[src/rtl/inst_fetch_responder_pkg.sv]
// Shared widths, reset/enable polarities and line geometry helpers for the instruction
// fetch responder.
package inst_fetch_responder_pkg;

   localparam int unsigned INST_ADDR_W = 32;
   localparam int unsigned INST_DATA_W = 32;
   localparam logic        RST_ENABLE  = 1'b1;
   localparam logic        CHIP_ENABLE = 1'b1;

   // Word-offset field width for a line of line_words words.
   function automatic int unsigned off_width(input int unsigned line_words);
      return $clog2(line_words);
   endfunction

endpackage

[src/rtl/inst_fetch_responder_if.sv]
// Fetch-side and memory-side signals of the instruction fetch responder.
// The slave modport is the responder's view; master is the IF stage / memory view.
interface inst_fetch_responder_if
   import inst_fetch_responder_pkg::*;
#(
   parameter int unsigned ADDR_W = INST_ADDR_W,
   parameter int unsigned DATA_W = INST_DATA_W
) ();

   logic              ce;
   logic [ADDR_W-1:0] pc;
   logic              inv;
   logic [DATA_W-1:0] inst;
   logic              inst_valid;
   logic              hold;
   logic              mem_req;
   logic [ADDR_W-1:0] mem_addr;
   logic              mem_ack;
   logic [DATA_W-1:0] mem_rdata;

   modport slave (
      input  ce, pc, inv, mem_ack, mem_rdata,
      output inst, inst_valid, hold, mem_req, mem_addr
   );

   modport master (
      output ce, pc, inv, mem_ack, mem_rdata,
      input  inst, inst_valid, hold, mem_req, mem_addr
   );

endinterface

[src/rtl/inst_line_buf.sv]
// One-line instruction buffer: word array with a write port and combinational read port,
// plus the line valid flag and tag.
module inst_line_buf
   import inst_fetch_responder_pkg::*;
#(
   parameter int unsigned DATA_W     = INST_DATA_W,
   parameter int unsigned LINE_WORDS = 4,
   parameter int unsigned TAG_W      = 28
) (
   input  logic                          clk,
   input  logic                          rst,
   input  logic                          we,
   input  logic [$clog2(LINE_WORDS)-1:0] waddr,
   input  logic [DATA_W-1:0]             wdata,
   input  logic [$clog2(LINE_WORDS)-1:0] raddr,
   output logic [DATA_W-1:0]             rdata,
   input  logic                          tag_load,
   input  logic [TAG_W-1:0]              tag_in,
   input  logic                          valid_clr,
   input  logic                          valid_set,
   output logic                          valid,
   output logic [TAG_W-1:0]              tag
);

   logic [DATA_W-1:0] words_q [LINE_WORDS];
   logic              valid_q;
   logic [TAG_W-1:0]  tag_q;

   always_ff @(posedge clk) begin
      if (rst == RST_ENABLE) begin
         for (int i = 0; i < int'(LINE_WORDS); i++) words_q[i] <= '0;
      end else if (we) begin
         words_q[waddr] <= wdata;
      end
   end

   // Loading a new tag always invalidates the line until its refill completes.
   always_ff @(posedge clk) begin
      if (rst == RST_ENABLE) begin
         valid_q <= 1'b0;
         tag_q   <= '0;
      end else if (tag_load) begin
         valid_q <= 1'b0;
         tag_q   <= tag_in;
      end else if (valid_clr) begin
         valid_q <= 1'b0;
      end else if (valid_set) begin
         valid_q <= 1'b1;
      end
   end

   assign rdata = words_q[raddr];
   assign valid = valid_q;
   assign tag   = tag_q;

endmodule

[src/rtl/inst_fetch_responder.sv]
// Serves IF-stage fetches from a one-line buffer; on a miss holds IF and refills the line
// word-by-word from a variable-latency memory over a req/ack handshake.
module inst_fetch_responder
   import inst_fetch_responder_pkg::*;
#(
   parameter int unsigned ADDR_W     = INST_ADDR_W,
   parameter int unsigned DATA_W     = INST_DATA_W,
   parameter int unsigned LINE_WORDS = 4
) (
   input logic                   clk,
   input logic                   rst,
   inst_fetch_responder_if.slave bus
);

   localparam int unsigned OFF_W = off_width(LINE_WORDS);
   localparam int unsigned TAG_W = ADDR_W - OFF_W - 2;

   typedef enum logic [0:0] {StIdle, StRefill} state_e;

   state_e           state_q, state_d;
   logic [OFF_W-1:0] cnt_q, cnt_d;
   logic             inv_pending_q, inv_pending_d;

   logic [TAG_W-1:0]  tag, buf_tag;
   logic [OFF_W-1:0]  off;
   logic              fetch, hit, buf_valid;
   logic              lb_we, tag_load, valid_clr, valid_set;
   logic [DATA_W-1:0] lb_rdata;
   logic              unused_pc;

   assign tag       = bus.pc[ADDR_W-1:OFF_W+2];
   assign off       = bus.pc[OFF_W+1:2];
   assign unused_pc = ^bus.pc[1:0];
   assign fetch     = (bus.ce == CHIP_ENABLE);
   assign hit       = (state_q == StIdle) && fetch && buf_valid && (tag == buf_tag);

   inst_line_buf #(
      .DATA_W    (DATA_W),
      .LINE_WORDS(LINE_WORDS),
      .TAG_W     (TAG_W)
   ) u_line_buf (
      .clk      (clk),
      .rst      (rst),
      .we       (lb_we),
      .waddr    (cnt_q),
      .wdata    (bus.mem_rdata),
      .raddr    (off),
      .rdata    (lb_rdata),
      .tag_load (tag_load),
      .tag_in   (tag),
      .valid_clr(valid_clr),
      .valid_set(valid_set),
      .valid    (buf_valid),
      .tag      (buf_tag)
   );

   always_ff @(posedge clk) begin
      if (rst == RST_ENABLE) begin
         state_q       <= StIdle;
         cnt_q         <= '0;
         inv_pending_q <= 1'b0;
      end else begin
         state_q       <= state_d;
         cnt_q         <= cnt_d;
         inv_pending_q <= inv_pending_d;
      end
   end

   always_comb begin
      state_d       = state_q;
      cnt_d         = cnt_q;
      inv_pending_d = inv_pending_q;
      lb_we         = 1'b0;
      tag_load      = 1'b0;
      valid_clr     = 1'b0;
      valid_set     = 1'b0;
      unique case (state_q)
         StIdle: begin
            if (fetch && !hit) begin
               state_d       = StRefill;
               tag_load      = 1'b1;
               cnt_d         = '0;
               inv_pending_d = 1'b0;
            end else if (bus.inv) begin
               valid_clr = 1'b1;
            end
         end
         StRefill: begin
            // An invalidate cannot abort the refill; it only denies the line its valid bit.
            if (bus.inv) inv_pending_d = 1'b1;
            if (bus.mem_ack) begin
               lb_we = 1'b1;
               cnt_d = cnt_q + 1'b1;
               if (cnt_q == OFF_W'(LINE_WORDS - 1)) begin
                  state_d   = StIdle;
                  valid_set = !(inv_pending_q || bus.inv);
               end
            end
         end
         default: ;
      endcase
   end

   always_comb begin
      bus.inst       = '0;
      bus.inst_valid = 1'b0;
      bus.hold       = 1'b0;
      bus.mem_req    = 1'b0;
      bus.mem_addr   = '0;
      unique case (state_q)
         StIdle: begin
            bus.inst_valid = hit;
            bus.hold       = fetch && !hit;
            if (hit) bus.inst = lb_rdata;
         end
         StRefill: begin
            bus.hold     = 1'b1;
            bus.mem_req  = 1'b1;
            bus.mem_addr = {buf_tag, cnt_q, 2'b00};
         end
         default: ;
      endcase
   end

endmodule

[src/flat_wrapper.sv]
// flat-port wrapper written by rule: the top's interface ports become plain ports
module inst_fetch_responder_flat import inst_fetch_responder_pkg::*;
#(
   parameter int unsigned ADDR_W     = INST_ADDR_W,
   parameter int unsigned DATA_W     = INST_DATA_W,
   parameter int unsigned LINE_WORDS = 4
)
  (clk, rst, bus_ce, bus_pc, bus_inv, bus_mem_ack, bus_mem_rdata, bus_inst, bus_inst_valid, bus_hold, bus_mem_req, bus_mem_addr);
  inst_fetch_responder_if #(.ADDR_W(ADDR_W), .DATA_W(DATA_W)) bus_i ();
  input logic clk;
  input logic rst;
  input wire logic [$bits(bus_i.ce)-1:0] bus_ce;
  input wire logic [$bits(bus_i.pc)-1:0] bus_pc;
  input wire logic [$bits(bus_i.inv)-1:0] bus_inv;
  input wire logic [$bits(bus_i.mem_ack)-1:0] bus_mem_ack;
  input wire logic [$bits(bus_i.mem_rdata)-1:0] bus_mem_rdata;
  output wire logic [$bits(bus_i.inst)-1:0] bus_inst;
  output wire logic [$bits(bus_i.inst_valid)-1:0] bus_inst_valid;
  output wire logic [$bits(bus_i.hold)-1:0] bus_hold;
  output wire logic [$bits(bus_i.mem_req)-1:0] bus_mem_req;
  output wire logic [$bits(bus_i.mem_addr)-1:0] bus_mem_addr;
  assign bus_i.ce = bus_ce;
  assign bus_i.pc = bus_pc;
  assign bus_i.inv = bus_inv;
  assign bus_i.mem_ack = bus_mem_ack;
  assign bus_i.mem_rdata = bus_mem_rdata;
  assign bus_inst = bus_i.inst;
  assign bus_inst_valid = bus_i.inst_valid;
  assign bus_hold = bus_i.hold;
  assign bus_mem_req = bus_i.mem_req;
  assign bus_mem_addr = bus_i.mem_addr;
  inst_fetch_responder #(.ADDR_W(ADDR_W), .DATA_W(DATA_W), .LINE_WORDS(LINE_WORDS)) u_core (.clk(clk), .rst(rst), .bus(bus_i));
endmodule
[config.mk]
export PLATFORM = sky130hd
export DESIGN_NAME = inst_fetch_responder_flat
export DESIGN_NICKNAME = d
export VERILOG_FILES = /design/src/rtl/inst_fetch_responder_pkg.sv /design/src/rtl/inst_fetch_responder_if.sv /design/src/rtl/inst_line_buf.sv /design/src/rtl/inst_fetch_responder.sv /design/src/flat_wrapper.sv
export SDC_FILE = /design/constraint.sdc
export NUM_CORES = 1
export LEC_CHECK = 0
export BUFFER_PORTS_ARGS = -buffer_cell sky130_fd_sc_hd__buf_2
export CORE_MARGIN = 8
export CORE_UTILIZATION = 53
export CTS_BUF_LIST = sky130_fd_sc_hd__clkbuf_2 sky130_fd_sc_hd__clkbuf_4 sky130_fd_sc_hd__clkbuf_8
export DETAILED_ROUTE_END_ITERATION = 7
export PLACE_DENSITY_LB_ADDON = 0.12
export SLEW_MARGIN = 10
export SYNTH_ARGS = -nofsm -noshare
export SYNTH_HDL_FRONTEND = slang
export SYNTH_SLANG_ARGS = --single-unit
[constraint.sdc]
create_clock -name clk -period 2.65 [get_ports clk]
set_input_delay 0.265 -clock clk [delete_from_list [all_inputs] [get_ports clk]]
set_output_delay 0.265 -clock clk [all_outputs]
set_load 0.05 [all_outputs]
==> impl_metrics.ini <==
[global_route]
grt.overflow.total = 0
antenna_found_initial = 2
grt_usage_pct = 19.4
grt_max_degree = 62
grt_pass1_wl_mm = 27.1
grt_pass1_vias = 5140

[floorplanning]
die_w_um = 137
core_sq_um = 14500
ios = 136
fp.dieH_um = 137
rows = 44
initial_utilization_pct = 53.9
dieArea_sq_um = 18900

[logic_synthesis]
ys_seq_elements = 161
synth_most_common_cell = and2_1
yosysUniqueCellTypes = 42
synth-main-ff-cell = edfxtp_1
synth.largest_area_cell = edfxtp_1
synth_area_sq_um = 7810
async_reset_ff_share_pct = 0
syn-mean-instance-area_sq_um = 13.5
yosys-top-cells-count = and2_1 (158), edfxtp_1 (128), nand2b_1 (55)
yosysSeqAreaShare_pct = 57.7
postSynthCellCount = 579
synth_area_leaders = edfxtp_1 (49%), and2_1 (13%), mux4_2 (9.2%)
yosysWarnings = 0
yosysTopAreaCellShare_pct = 49.2
synth_edf_count = 128

[pwr]
leakagePower_nw = 3.85
powerDensity_nw_per_um2 = 554
ir_drop_mv = 0.415

[timing]
fmax_ghz = 0.393
setup_viol = 0
worst_hold_slack_ps = 88.7
worst_pin_slew_ps = 504
maxSlewViolCount = 0
slew_headroom_pct = 66.4
hold_viol = 0
fin_crit_sh_pct = 96.1
clock_skew_ps = 8.75
fin_crit_ps = 2550
setup_ws_ps = 104

[critical_path]
cp_max_fo = 8
critPathKind = reg2out
crit_arrival_ps = 2280
crit_required_ps = 2380
crit_path_end_kind = output pin
start_kind = flop

[job]
max_cap_violations = 0

[detailed_routing]
finalWirelength_mm = 18.2
post_drt_wl_per_cell_um = 19.8
vias = 4885
viasPerCell = 5.33
drt_iter0_markers = 375
ant_nets = 0
route.detailed.drc = 0
drtPass1Iterations = 7

[place]
dpl.cell_count = 876
portBuffers = 131
dp_hpwl_mm = 11.3
placed_area_sq_um = 8770
globalplace.congestion = 0.741
dp_slack_ps = 450

[finish]
fin_area_sq_um = 9330
syn_to_final_growth_pct = 19.5
nNetsFinal = 789
instances_no_fill = 917
postLayoutCoreUtil_pct = 64.5
drive_gt1_share_pct = 33.7

[hold_path]
worstHoldPathType = in2reg

[clocking]
cts_hold_buffers = 0
cts_made_buffers = 17
cts_tree = yes
clk_latency_ps = 450
clock_path_buffers = 2
ctsRootBufferMaster = clkbuf_8
cts.sinks = 161
htreeDepth = 4
clkTransAtPathRegs_ps = 80

[run_status]
status = finished, final reports clean
[state kept, by name, indices dropped and copies added (netlist names)]
register / cells
u_core.u_line_buf.words_q: 128
u_core.cnt_q: 2
u_core.inv_pending_q: 1
u_core.state_q: 1
u_core.u_line_buf.tag: 28
u_core.u_line_buf.valid: 1
[area by class of cell]
cell class	count	area (sq um)
Fill cell	1131	5140
Clock inverter	8	78.8
Sequential cell	161	4510
Tap cell	184	230
Clock buffer	24	312
Inverter	3	11.3
Multi-Input combinational cell	374	3150
Timing Repair Buffer	162	1030
Antenna cell	1	2.50
[cell usage in the layout (no fill, tap or decap), types with 4 or more instances in the layout]
master,netlist,final
and2_1,158,158
and3_1,31,30
buf_12,0,5
buf_2,3,111
buf_4,2,25
buf_6,3,4
clkbuf_4,0,19
clkbuf_8,0,21
dfxtp_1,33,27
dfxtp_2,0,6
edfxtp_1,128,128
mux2i_1,28,28
mux4_2,32,32
nand2b_1,55,55
nand4_1,6,6
xnor2_1,28,27
[worst max-delay path, cell delays in order (launching register included)]
cell	delay, ps
dfxtp_2	340
xnor2_1	160
nand4_1	180
nor4_4	330
buf_4	180
buf_6	150
buf_12	110
and3_1	130
clkbuf_4	220
[kinds of logic after synthesis]
logic type,after synthesis,share of synthesized area (%)
AO/OA/AOI/OAI,11,1.17
multiplexers,60,12.8
XOR/XNOR,28,3.14
AND/OR/NAND/NOR,272,22.4
buffers and inverters,45,2.60
adder cells (fa/ha/maj),1,0.160
flip-flops,161,57.7
other,1,0.0480
[worst paths after layout]
kind / end / from / cells after the start / slack (ps)
hold / removal: u_core.u_line_buf.tag[1]$_SDFFE_PP0P_ / bus_pc[5] / 3 / 90
setup / recovery: bus_inst[21] / u_core.u_line_buf.tag[0]$_SDFFE_PP0P_ / 8 / 100
setup reg to reg: u_core.u_line_buf.tag[20]$_SDFFE_PP0P_ / u_core.state_q$_SDFF_PP0_ / 8 / 470
hold reg to reg: u_core.u_line_buf.tag[3]$_SDFFE_PP0P_ / u_core.u_line_buf.tag[3]$_SDFFE_PP0P_ / 2 / 490
[through the flow]
stage | setup TNS [ps] | total power [mW]
floorplan | 0 | 3.29
global placement | 0 | 3.46
detailed placement | 0 | 3.49
CTS | 0 | 5.21
global route | -53.8 | 5.35
finish | 0 | 5.17
[repair_timing]
action	in CTS	in global routing
buffers inserted	0	6
pin swaps	1	6
endpoints found under the setup margin	2	17
gates cloned	0	2
resized for setup	1	36
[power breakdown]
group / leakage (nW) / internal (mW) / switching, mW
Sequential: 1.60 / 2.84 / 0.0512
Combinational: 2.06 / 0.240 / 0.295
Clock: 0.193 / 0.874 / 0.875
Total: 3.85 / 3.95 / 1.22
[per-layer routing]
metal	global-route usage (%)	wire length (um)	vias up
met5	0	18	-
met4	7.30	199	4
met3	4.96	1060	19
met2	32.9	9270	123
met1	23.2	7610	2412
li1	-	-	2327
(Power assumes the default switching activity.)
